==> src/rtl/arb_mux.sv <==
// N-channel arbitrating multiplexer: fixed-priority or round-robin grant feeding
// a single registered output word with valid/ready handshaking on both sides.
module arb_mux #(
    parameter int WIDTH = 5,
    parameter int N     = 4,
    parameter int MODE  = 1
) (
    input  logic                 clk,
    input  logic                 rst_n,
    input  logic [N*WIDTH-1:0]   in_data,
    input  logic [N-1:0]         in_valid,
    output logic [N-1:0]         in_ready,
    output logic [WIDTH-1:0]     out_data,
    output logic [$clog2(N)-1:0] out_chan,
    output logic                 out_valid,
    input  logic                 out_ready
);

    localparam int CHW = $clog2(N);

    logic [CHW-1:0]   ptr;
    logic [CHW-1:0]   base;
    logic [CHW-1:0]   idx;
    logic [CHW-1:0]   gidx;
    logic [N-1:0]     grant;
    logic             found;
    logic             load;
    logic [WIDTH-1:0] sel_data;

    logic [WIDTH-1:0] data_p1;
    logic [CHW-1:0]   chan_p1;
    logic             vld_p1;

    // Channel index p+k modulo N, for k in 0..N-1.
    function automatic logic [CHW-1:0] wrap_add(input logic [CHW-1:0] p, input int k);
        int s;
        s = int'(p) + k;
        if (s >= N) s = s - N;
        return s[CHW-1:0];
    endfunction

    // ---- stage p0: arbitration and input handshake (combinational) ----
    assign base = (MODE == 0) ? '0 : ptr;
    assign load = ~vld_p1 | out_ready;

    always_comb begin
        grant = '0;
        gidx  = '0;
        idx   = '0;
        found = 1'b0;
        for (int k = 0; k < N; k++) begin
            idx = wrap_add(base, k);
            if (!found && in_valid[idx]) begin
                found      = 1'b1;
                grant[idx] = 1'b1;
                gidx       = idx;
            end
        end
    end

    always_comb begin
        sel_data = '0;
        for (int i = 0; i < N; i++) begin
            if (grant[i]) sel_data = in_data[i*WIDTH +: WIDTH];
        end
    end

    // Gated by rst_n so no channel sees an accept while reset is held.
    assign in_ready = grant & {N{load & rst_n}};

    // ---- stage p1: output register and round-robin pointer ----
    always_ff @(posedge clk or negedge rst_n) begin
        if (!rst_n) begin
            data_p1 <= '0;
            chan_p1 <= '0;
            vld_p1  <= 1'b0;
            ptr     <= '0;
        end else if (load) begin
            if (found) begin
                data_p1 <= sel_data;
                chan_p1 <= gidx;
                vld_p1  <= 1'b1;
                if (MODE == 1) ptr <= wrap_add(gidx, 1);
            end else begin
                vld_p1 <= 1'b0;
            end
        end
    end

    assign out_data  = data_p1;
    assign out_chan  = chan_p1;
    assign out_valid = vld_p1;

endmodule
==> config.mk <==
export PLATFORM = sky130hd
export DESIGN_NAME = arb_mux
export DESIGN_NICKNAME = d
export VERILOG_FILES = /design/src/rtl/arb_mux.sv
export SDC_FILE = /design/constraint.sdc
export NUM_CORES = 1
export LEC_CHECK = 0
export ABC_AREA = 1
export BUFFER_PORTS_ARGS = -buffer_cell sky130_fd_sc_hd__buf_2
export CORE_UTILIZATION = 45
export DETAILED_ROUTE_END_ITERATION = 8
export PLACE_DENSITY = 0.76
export SLEW_MARGIN = 20
export SYNTH_ARGS = -nofsm -noshare
export SYNTH_HDL_FRONTEND = slang
export SYNTH_SLANG_ARGS = --single-unit
==> constraint.sdc <==
create_clock -name clk -period 2 [get_ports clk]
set_clock_uncertainty 0.15 [all_clocks]
set_input_delay 0.1 -clock clk [delete_from_list [all_inputs] [get_ports clk]]
set_output_delay 0.1 -clock clk [all_outputs]
set_load 0.02 [all_outputs]
**Yosys cells after proc, flatten, opt, wreduce, memory -nomap -nowiden**

Cells that the tools add are included.

- Flip-flop bits (word level): 10
- Input port bits: 27
- Output and inout bits: 12
- Word-level logic and storage cells: 82

- Add/sub/neg operators: 9
- Magnitude comparators: 13
- Multiplexer cells: 38
- Bitwise operators: 7
- Reductions and logical operators: 11

Operators by type and width:

| operator | count |
|---|---|
| $mux 5 | 4 |
| $mux 2 | 9 |
| $mux 4 | 4 |
| $mux 1 | 13 |
| $ge 3x3->1 const B | 4 |
| $lt 2x3->1 const B | 4 |
| $or 4x4->4 | 3 |
| $sub 2x1->2 const B | 5 |
| $bmux 1 s2 | 4 |
| $demux 1 s2 | 4 |
| $ge 2x1->1 const B | 4 |
| $logic_and 1x1->1 | 7 |
| $add 2x1->3 const B | 2 |
| $add 2x2->3 const B | 2 |
| $and 4x4->4 | 1 |
| $ge 2x3->1 const B | 1 |
| $logic_not 1->1 | 3 |
| $reduce_and 2->1 | 1 |
| $and 1x1->1 | 1 |
| $not 1->1 | 1 |
| $or 1x1->1 | 1 |

**Depth between registers and ports, before layout**

- Word-level depth: 18
- Depth in mapped cells: 15
- Depth with buffers taken out: 13

**Worst setup path before layout**

OpenSTA, ideal clock, no wires.

- Path kind: register to register
- Start point: register ptr[0] (netlist: base[0])
- End point: register data_p1[1] (netlist: out_data[1])
- Library setup time: 0.073 ns
- Data arrival time: 1.970 ns
- Required time: 1.777 ns
- Slack: -0.193 ns
- Stages on the path, launching flop included: 16
- Path buffers: 2
- Clock period less this slack: 2.193 ns
- Cells stage by stage: dfrtp_1 buf_6 inv_6 ha_1 inv_1 nand3_1 nand2_2 nand3_1 nor2_4 nand2_1 nand3_2 buf_6 a21oi_1 nand2_1 nand2_1 a21oi_2

- Longest elaborated chain between the ends: 18
- Elaborated cells on any way between the ends: 65
- Classes of those cells: add/sub: 7; order compare: 12; mux: 32; bitwise: 3; reduce/logical: 11

Ends and longest elaborated chain:

| what | RTL line | source |
|---|---|---|
| start, declared | 21 | `logic [CHW-1:0] ptr;` |
| start signal, assigned | 83 | `if (MODE == 1) ptr <= wrap_add(gidx, 1);` |
| parallel branches: the longest is 18 deep, another holds $add 2x1->3 | n/a |  |
| end signal, assigned | 80 | `data_p1 <= sel_data;` |
| end, declared | 30 | `logic [WIDTH-1:0] data_p1;` |

Parallel ways; which one is timed is not known. The select of a mux whose other input is x is not followed.
A chain may end at the register's enable or synchronous reset.

**Final worst setup path**

- Start point: register ptr[0] (netlist: base[0])
- End point: output port in_ready[1]

- Longest elaborated chain between the ends: 15
- Elaborated cells on any way between the ends: 60
- Classes of those cells: add/sub: 7; order compare: 12; mux: 27; bitwise: 4; reduce/logical: 10

Ends and longest elaborated chain:

| what | RTL line | source |
|---|---|---|
| parallel branches: the longest is 13 deep, another holds $add 2x1->3 | n/a |  |
| $mux 4 * | 53 | `if (!found && in_valid[idx]) begin` |
| $and 4x4->4 * | 69 | `assign in_ready = grant & {N{load & rst_n}};` |
| end, declared | 12 | `output logic [N-1:0] in_ready,` |

Every way passes the cells marked *. The select of a mux whose other input is x is not followed.

==> results.yml <==
layout:
  layout-drive-gt1-share_pct: 57.7
  final_cells: 248
  utilization_pct: 76.3
  antenna_cells: 0
  areaGrowthSynthToFinish_pct: 53.8
  num-nets-final: 255
  design_area_um2: 1770
worst_setup_path:
  path_cells: "inv_8, ha_4, inv_4, nand3_4, nand2_4, nor2_4, a21oi_2, nand3_4, nand2_1, inv_1, buf_6"
  worstRegToRegCells: 14
  worstPathArrival_ns: 1.93
  cp_slowest_cell: "dfrtp_2"
  cp_common_cell: "nand3_4"
  cp_max_fo: 6
  cp.required_ns: 1.75
  cpLargestDelayFamily: "simple AND/OR/NAND/NOR gates"
  path_class: "reg -> out"
  slowest_delay_ns: 0.44
  worst-path-stages: 11
  path_buf_inv: 4
  crit_path_start_kind: "flip-flop"
  end_kind: "output pin"
placed_design:
  dp_hpwl_um: 2500
  dp.cells: 229
  place.gp.congestion: 0.849
  place_area_um2: 1460
  io_buffers: 38
global_route:
  grt_usage_pct: 27.7
  grt_max_degree: 11
  grt.overflow.total: 0
  grt_pass1_wl_um: 5660
  grt_pass1_vias: 1301
  antenna_found_initial: 0
logic_synthesis:
  yosysWarningCount: 0
  synth_area_um2: 1150
  synth.top_cell.area_share_pct: 21.8
  synth_area_per_cell_um2: 7.47
  synth_compound_area_share_pct: 18.6
  yosys.area_share.adder_pct: 7.62
  synth_nets: 188
  synth_mux_area_share_pct: 0
  synth_cell_types: 31
  synth_xor_area_share_pct: 0
  synth-seq-area-share_pct: 21.8
  yosys.area.top_type: "dfrtp_1"
  synth_top_family_by_area: "simple AND/OR/NAND/NOR gates"
  synth_cells: 154
  ys_ff_latch: 10
  synth.top_cells.by_area: "dfrtp_1 22%, nand2_1 13%, ha_1 7.6%, a21oi_1 6.5%, inv_1 4.6%"
  synthSimpleGateAreaFrac_pct: 42.7
clock_tree:
  cts_tree: "yes"
  clk_latency_ns: 0.26
  cts.sinks: 10
  cts.path.max_buffers: 2
  h-tree-depth: 1
  cts_buffers: 3
  clkTransAtPathRegs_ns: 0.07
  cts_root_buffer: "clkbuf_4"
min_path:
  min_path_cells: 3
  hold_path.class: "in -> reg"
floorplanning:
  initial_utilization_pct: 49.6
  die_w_um: 52.6
  die_h_um: 52.6
  fp.dieArea_um2: 2760
  io_pins: 39
  rows: 17
  coreArea_um2: 2320
outcome:
  status: "finished with violations"
  violations: "negative setup slack"
timing:
  slew_viol_final: 0
  rsz0062_at_grt: "yes"
  timing.final.ws_setup_ns: -0.184
  tightestPinTransition_ns: 0.474
  period_share_pct: 109
  holdWs_ns: 0.00986
  final_hold_viol_count: 0
  max_slew_margin_pct: 68.3
  min_period_ns: 2.18
  fmax_mhz: 458
  setup_viol: 13
drt:
  drt-vias-per-instance: 5.43
  drt-initial-drc-count: 44
  wl_per_cell_um: 14.4
  num_vias: 1347
  drtPass1Iterations: 5
  wl_um: 3580
  drc: 0
  antenna_left: 0
flow_run:
  maxCapViolations: 0
-- cell usage in the layout, fill, tap and decap left out, types with 2 or more instances in the layout --
cell type	count
dfrtp_2	2
a21oi_1	10
nand2_4	5
clkbuf_4	3
a21oi_2	11
nand3_4	6
buf_4	18
o21ai_1	4
nand2_2	20
nand4_1	5
buf_2	34
inv_1	11
ha_1	5
inv_2	4
nand3_1	7
nand3_2	2
nand2_1	25
dlygate4sd3_1	5
nor2_1	7
dfrtp_1	8
nor2_4	2
buf_6	8
-- cells in the mapped netlist --
cell type / n
nand4_1: 5
nor2_4: 2
o31ai_1: 1
nor2_8: 1
a22oi_2: 1
a21oi_2: 6
a21boi_0: 1
dfrtp_1: 10
o21a_1: 1
nand4_2: 1
nand3_4: 2
nand3_1: 9
inv_1: 14
a21oi_1: 15
ha_1: 7
inv_6: 1
nand2_1: 39
inv_2: 2
o21ai_0: 3
a21boi_1: 1
a21boi_2: 1
nand3b_1: 1
clkinv_2: 1
o211ai_1: 1
nand3_2: 4
nand2_8: 1
buf_6: 3
nand2_2: 8
nor2_1: 7
o21ai_1: 2
nand2_4: 3
-- sequential cells by signal (all words and copies together), names as in the netlist --
register / count
out_chan: 2
base: 2
out_data: 5
out_valid: 1
-- per-stage QoR --
stage | setup slack [ns] | TNS, ns
after CTS | -0.145 | -1.20
after global routing | -0.303 | -2.88
after floorplan | -0.0189 | -0.0847
after detailed placement | -0.129 | -0.853
after global placement | -0.0949 | -0.470
final | -0.184 | -1.51
-- cell families (layout without fill, tap and decap cells) --
kind of cell / after synthesis / count (layout)
AOI/OAI and AO/OA: 33 / 33
and+or+nand+nor: 83 / 83
DFF: 10 / 10
adders and majority gates: 7 / 7
buffers and inverters: 21 / 87
-- layer usage --
metal  track usage [%]  up-vias  wire, um
li1                  -      647         -
met4              9.65        0        41
met2              49.4       32      1970
met5                 0        -         0
met3              2.61        6        74
met1              34.2      662      1490
-- worst register-to-register path: stages, from the launching register on --
cell,delay [ns]
dfrtp_2,0.44
inv_8,0.05
ha_4,0.30
inv_4,0.05
nand3_4,0.07
nand2_4,0.07
nor2_4,0.23
a21oi_2,0.11
nand3_4,0.09
buf_6,0.14
clkinv_4,0.06
nand3_1,0.08
nand2_1,0.07
nand2_1,0.09
a21oi_2,0.06
-- cell type report --
type | instances | area, um^2
clock buffers | 4 | 36.3
fillers | 155 | 551
inverters | 18 | 82.6
multi-input cells | 123 | 916
flip-flops and latches | 10 | 253
well taps | 28 | 35.0
repair buffers | 65 | 445
-- what timing repair did --
item / in CTS / in global routing
buffers inserted: 8 / 2
pin swaps: 11 / 14
gates resized for setup: 20 / 23
hold buffers: 5 / 0
setup endpoints to repair: 13 / 13
hold endpoints to repair: 14 / 0
-- final timing paths --
kind / from / endpoint / slack (ns)
max: base[0] / in_ready[1] / -0.18
min: in_data[17] / out_data[2] / 0.01
min in group asynchronous: rst_n / out_chan[1] / 0.18
min reg2reg: out_chan[1] / out_chan[1] / 0.36
max in group asynchronous: rst_n / base[1] / 1.17
max reg2reg: base[0] / out_data[3] / -0.17
Power is not shown: default switching activity piles up to over one toggle a cycle in this logic, so the estimate is an artifact.
